$ cat config.mk
export PLATFORM = sky130hd
export DESIGN_NAME = fake_tdc_multi
export DESIGN_NICKNAME = d
export VERILOG_FILES = /design/src/rtl/fake_tdc_multi.sv
export SDC_FILE = /design/constraint.sdc
export NUM_CORES = 1
export LEC_CHECK = 0
export BUFFER_PORTS_ARGS = -buffer_cell sky130_fd_sc_hd__buf_2
export CORE_MARGIN = 2
export CORE_UTILIZATION = 60
export CTS_BUF_LIST = sky130_fd_sc_hd__clkbuf_8
export DETAILED_ROUTE_END_ITERATION = 10
export PLACE_DENSITY = 0.91
export SETUP_SLACK_MARGIN = 0.05
export SLEW_MARGIN = 5
export SYNTH_ARGS = -nofsm -noshare
export SYNTH_HDL_FRONTEND = slang
export SYNTH_SLANG_ARGS = --single-unit
export TNS_END_PERCENT = 20
$ cat constraint.sdc
create_clock -name clk -period 4 [get_ports clk]
set_clock_uncertainty 0.2 [all_clocks]
set_input_delay 0.2 -clock clk [delete_from_list [all_inputs] [get_ports clk]]
set_output_delay 0.2 -clock clk [all_outputs]
set_load 0.03 [all_outputs]
$ cat src/rtl/fake_tdc_multi.sv
// Synthetic TDC event source: periodic or triggered bursts
// of NUM_CH timestamp words into the FIFO writer handshake.
module fake_tdc_multi #(
  parameter int NUM_CH  = 4,
  parameter int DATA_W  = 24,
  parameter int CNT_W   = 30,
  parameter int CH_STEP = 5,
  parameter int OVR_W   = 16,
  localparam int CH_W   = (NUM_CH > 1) ? $clog2(NUM_CH) : 1
) (
  input  logic              clk,
  input  logic              rst,
  input  logic              enable,
  input  logic              mode,
  input  logic [CNT_W-1:0]  period,
  input  logic              trig,
  input  logic              f_FIFO_writing_done,
  output logic              wr_en,
  output logic [DATA_W-1:0] data,
  output logic [CH_W-1:0]   ch_id,
  output logic              busy,
  output logic [OVR_W-1:0]  overrun_cnt
);

  typedef enum logic [1:0] {
    IDLE,
    DELAY,
    WRITE,
    GAP
  } state_t;

  state_t state_q;
  state_t state_d;

  logic [DATA_W-1:0] ts_q;
  logic [CNT_W-1:0]  cnt_q;
  logic [CNT_W-1:0]  p_lat;
  logic [CNT_W-1:0]  p_eff;
  logic              mode_q;
  logic              mode_eff;
  logic              tick;
  logic              req;
  logic              last;
  logic              in_burst;

  assign p_eff = (period < CNT_W'(2)) ? CNT_W'(2) : period;

  assign tick = (state_q != IDLE)
             && (cnt_q == p_lat - CNT_W'(1));

  // mode is only re-sampled while waiting for an event
  assign mode_eff = (state_q == DELAY) ? mode : mode_q;
  assign req      = mode_eff ? trig : tick;

  assign last     = (ch_id == CH_W'(NUM_CH - 1));
  assign in_burst = (state_q == WRITE)
                 || (state_q == GAP);

  always_ff @(posedge clk) begin
    if (rst) begin
      state_q <= IDLE;
    end else begin
      state_q <= state_d;
    end
  end

  always_comb begin
    state_d = state_q;
    unique case (state_q)
      IDLE: begin
        if (enable) state_d = DELAY;
      end
      DELAY: begin
        if (req)          state_d = WRITE;
        else if (!enable) state_d = IDLE;
      end
      WRITE: begin
        if (f_FIFO_writing_done) begin
          if (!last)      state_d = GAP;
          else if (enable) state_d = DELAY;
          else            state_d = IDLE;
        end
      end
      GAP: begin
        state_d = WRITE;
      end
      default: begin
        state_d = IDLE;
      end
    endcase
  end

  always_comb begin
    busy = in_burst;
  end

  always_ff @(posedge clk) begin
    if (rst) begin
      ts_q        <= '0;
      cnt_q       <= '0;
      p_lat       <= CNT_W'(2);
      mode_q      <= 1'b0;
      wr_en       <= 1'b0;
      data        <= '0;
      ch_id       <= '0;
      overrun_cnt <= '0;
    end else begin
      ts_q <= ts_q + DATA_W'(1);

      // new period only picked up on a wrap
      if (state_q == IDLE || tick) begin
        cnt_q <= '0;
        p_lat <= p_eff;
      end else begin
        cnt_q <= cnt_q + CNT_W'(1);
      end

      if (state_q == IDLE || state_q == DELAY) begin
        mode_q <= mode;
      end

      wr_en <= (state_d == WRITE);

      if (state_q == DELAY && req) begin
        data  <= ts_q;
        ch_id <= '0;
      end else if (state_q == GAP) begin
        data  <= data + DATA_W'(CH_STEP);
        ch_id <= ch_id + CH_W'(1);
      end

      if (in_burst && req && overrun_cnt != '1) begin
        overrun_cnt <= overrun_cnt + OVR_W'(1);
      end
    end
  end

endmodule

# Word level (Yosys, flattened, before mapping)
# Cells that the tools add are included.
[classes]
mul = 0
n_lt_le_gt_ge = 1
n_addsub = 6
n_div = 0
bitwise_logic = 0
n_eq_ne = 7
n_shift = 0
reduce_logical = 12
n_mux = 12
[op_table]
columns = ["op", "n"]
rows = [
  ["$mux 24", 2],
  ["$add 30x1->30 const B", 1],
  ["$eq 30x30->1", 1],
  ["$lt 30x2->1 const B", 1],
  ["$mux 30", 1],
  ["$sub 30x1->30 const B", 1],
  ["$add 24x1->24 const B", 1],
  ["$add 24x3->24 const B", 1],
  ["$add 16x1->16 const B", 1],
  ["$ne 16x16->1 const B", 1],
  ["$mux 2", 5],
  ["$eq 2x2->1 const B", 4],
  ["$pmux 2 s4", 1],
  ["$logic_and 1x1->1", 4],
  ["$reduce_bool 2->1", 2],
  ["$reduce_or 2->1", 2],
  ["$logic_or 1x1->1", 3],
  ["$mux 1", 3],
  ["$add 2x1->2 const B", 1],
  ["$eq 2x1->1 const B", 1],
  ["$logic_not 2->1", 1],
]
[totals]
input_bits = 36
memories = 0
ram_bits = 0
rom_bits = 0
word_cells = 47
regBits = 130
output_inout_bits = 44
latch_bits = 0

# Logic depth before layout (Yosys ltp)
[logic_depth]
word_depth = 7
ltp_mapped = 14
ltp_nobuf = 11

# Least setup slack after synthesis
# No wires, ideal clock.
[synth_timing]
kind = "register to register"
startpoint = "register p_lat[0]"
endpoint = "register overrun_cnt[9]"
period_less_slack_ns = 3.414
path_slack_ns = 0.586
required_time_ns = 3.679
arrival_time_ns = 3.093
setup_time_ns = 0.121
path_stages_with_launch = 12
path_buffers = 1
path_cell_list = "dfxtp_1 > clkbuf_1 > inv_1 > ha_1 > nor3b_1 > nand4_1 > or3_1 > a2111oi_0 > o2111a_2 > a31oi_4 > nor4b_1 > mux2_2"
[synth_via]
elab_chain_len = 6
[synth_lines]
columns = ["element", "line", "text"]
rows = [
  ["start: declaration", "37", "logic [CNT_W-1:0] p_lat;"],
  ["start signal: assignment", "113", "p_lat <= p_eff;"],
  ["$sub 30x1->30", "49", "&& (cnt_q == p_lat - CNT_W'(1));"],
  ["$eq 30x30->1", "49", ""],
  ["$logic_and 1x1->1", "49", ""],
  ["$mux 1", "53", "assign req = mode_eff ? trig : tick;"],
  ["$logic_and 1x1->1 (2 in a row)", "132", "if (in_burst && req && overrun_cnt != '1) begin"],
  ["end signal: assignment", "133", "overrun_cnt <= overrun_cnt + OVR_W'(1);"],
  ["end: declaration", "22", "output logic [OVR_W-1:0] overrun_cnt"],
]
# Every way passes these cells.
# A chain may end at the register's enable or synchronous reset.

# Worst setup path in the final report
[layout_timing]
startpoint = "register p_lat[0]"
endpoint = "register overrun_cnt[8]"
# The elaborated chain is that of the path after synthesis.

==> results.toml <==
[run_status]
outcome = "finished, final reports clean"

[global_route]
antenna_found_initial = 1
grt_max_degree = 54
grt_overflow_total = 0
grt_usage_pct = 31.21
grt_pass1_vias = 6962
grt_pass1_wl_um = 32450

[drt]
ant_nets = 0
initialDrtViolationCount = 572
wl_per_cell_um = 17.47
via_per_inst = 6.209
dr.pass1.iters = 6
wirelength_um = 20090
drc = 0
vias = 7140

[clock_tree]
cts-root-buf = "clkbuf_8"
numCtsBuffers = 17
cts.sinks = 130
clkTransAtPathRegs_ns = 0.09
cts_htree_levels = 4
cts.path.max_buffers = 2
clk_latency_ns = 0.45
cts_tree = "built"

[cells_and_area]
area_growth_pct = 18.03
fillCellCount = 842
drive_above_1_share_pct = 14.77
final_util_pct = 71.81
seqCellArea_um2 = 2603
fin_nets = 1031
fin_cells = 1150
multiInputGateArea_um2 = 4330

[critical_path]
critPathKind = "flip-flop to flip-flop"
worstPathMaxFanout = 9
cp.arrival_ns = 3.83
cp-start-kind = "flip-flop"
critical_path.endpoint_type = "flip-flop"
crit_top_cell = "nor4_1"
worstPathCellList = "inv_1 > ha_1 > xnor2_1 > a211o_1 > nor4_1 > o2111ai_1 > nor4_1 > o2111a_2 > a31oi_4 > nor4_1 > mux2_2"
critPathRequiredTime_ns = 4.14
slowest_delay_ns = 0.49
r2r_cells = 11
crit_slowest_cell = "dfxtp_1"

[synthesis]
synth_edf_count = 0
syn_area_per_cell_um2 = 8.118
netlist_top_cells_count = "135 x nor2_1, 130 x dfxtp_1, 54 x xnor2_1, 52 x nand2_1, 43 x nand3_1"
ys.flop_type = "dfxtp_1"
synth_area_leaders = "dfxtp_1 36%, nor2_1 7.0%, xnor2_1 6.6%"
synthesis.nets = 931
synth_top_area_share_pct = 36.06
ys_seq_area_share_pct = 36.06
ys_ff_latch = 130
synth_cell_types = 70
syn_area_um2 = 7217
yosysMostFrequentCell = "nor2_1"
synthArstFlopShare_pct = 0
synthCells = 889
ys.warnings.count = 0
yosys.area.top_type = "dfxtp_1"

[min_path]
hp-class = "input port to flip-flop"
min_path_cells = 4

[timing]
fmax_mhz = 271.3
final-max-slew-violation-count = 0
setup_viol = 0
finalCriticalPeriod_ns = 3.685
fin_crit_sh_pct = 92.14
worst_pin_slew_ns = 0.9560
setup_ws_ns = 0.3145
slew_headroom_pct = 35.97
fin_setup_tns_ns = 0
grt_setup_unrepaired = "no"
hold_violations = 0

[place]
gp_congestion = 0.8811
port_buffers = 79
place_ws_ns = 0.2915
dp_hpwl_um = 12820
place_inst = 1080

[floorplan]
placementRows = 40
dieArea_um2 = 12920
initial_core_util_pct = 60.84
die_h_um = 113.7
die_w_um = 113.7
core_um2 = 11860
ios = 80

[power]
p_total_w = 0.002978
powerDensity_nw_per_um2 = 349.7
p_leak_nw = 3.179
vdd_drop_max_mv = 0.2655

[job]
drv_cap = 0
==> timing repair <==
item                                    4_1_cts  5_1_grt
endpoints found under the setup margin        0       49
setup buffers                                 0        2
gates resized for setup                       0        4
hold buffers                                 35        0
endpoints found under the hold margin        34        0
==> routing by layer <==
metal	GRT usage (%)	wire (um)
met3	7.173	1386
met4	19.76	1046
met5	0	0
met2	54.13	9788
met1	34.51	7866
==> cell type report <==
| class | count | area share [%] |
|---|---|---|
| tap | 147 | 2.159 |
| clock buffer | 19 | 3.070 |
| sequential | 130 | 30.55 |
| multi-input combinational | 683 | 50.84 |
| clock inverter | 13 | 1.865 |
| inverter | 28 | 1.234 |
| timing repair buffer | 129 | 10.25 |
| antenna | 1 | 0.02938 |
==> final timing paths <==
kind,startpoint,endpoint,slack [ns]
setup reg to reg,p_lat[0],overrun_cnt[8],0.31
hold / removal,trig,wr_en,0.04
hold reg to reg,ts_q[0],ts_q[0],0.27
setup / recovery,p_lat[0],overrun_cnt[8],0.31
==> worst max-delay path, delay by kind of cell, from the launching register on <==
kind | cells | cell delay (ns)
compound gates | 4 | 0.99
flops | 1 | 0.49
mux | 1 | 0.37
xor+xnor | 1 | 0.14
simple gates | 3 | 0.94
buf+inv | 1 | 0.11
fa+ha+maj | 1 | 0.32
==> stage by stage <==
stage	area [um^2]	hold slack, ns
6_report	8518	0.04241
3_3_place_gp	7714	0.2413
2_1_floorplan	7217	0.1439
5_1_grt	8518	0.04244
3_5_place_dp	7714	0.2507
4_1_cts	8484	0.02869
==> where the power goes <==
part | switching, W | internal (W)
clock | 0.000545 | 0.000651
combinational | 0.000218 | 0.000171
sequential | 0.0000664 | 0.00133
==> kinds of logic after synthesis <==
logic type      after synthesis  synth area share [%]
simple gates                404                 28.43
compound gates              141                 13.21
flops                       130                 36.06
xor+xnor                     87                 10.56
buf+inv                      76                 4.369
mux                          45                 6.328
fa+ha+maj                     6                 1.040
==> cells in the final DEF, fill, tap and decap left out, drive strengths merged, types with 4 or more instances in the layout <==
cell type / n
buf: 94
o31a: 6
o311ai: 4
o41ai: 6
and2: 9
mux2: 5
xor2: 33
xnor2: 54
nand2: 52
nand4: 20
a21oi: 39
ha: 6
o21ai: 35
dfxtp: 130
a2bb2oi: 5
nor2: 136
nor3b: 5
nor2b: 9
a31oi: 4
or3: 14
nand3: 44
nand2b: 6
o21a: 6
clkbuf: 19
or2: 6
mux2i: 40
nand4b: 5
inv: 33
dlygate4sd3: 35
and3: 23
a211oi: 7
nor3: 33
clkinv: 4
nor4: 27
==> flip-flops by register name (all words and copies together) (netlist names) <==
name / count
ch_id: 2
cnt_q: 30
data: 24
mode_q: 1
overrun_cnt: 16
p_lat: 30
state_q: 2
ts_q: 24
wr_en: 1
Power figures use the tool's default switching activity.
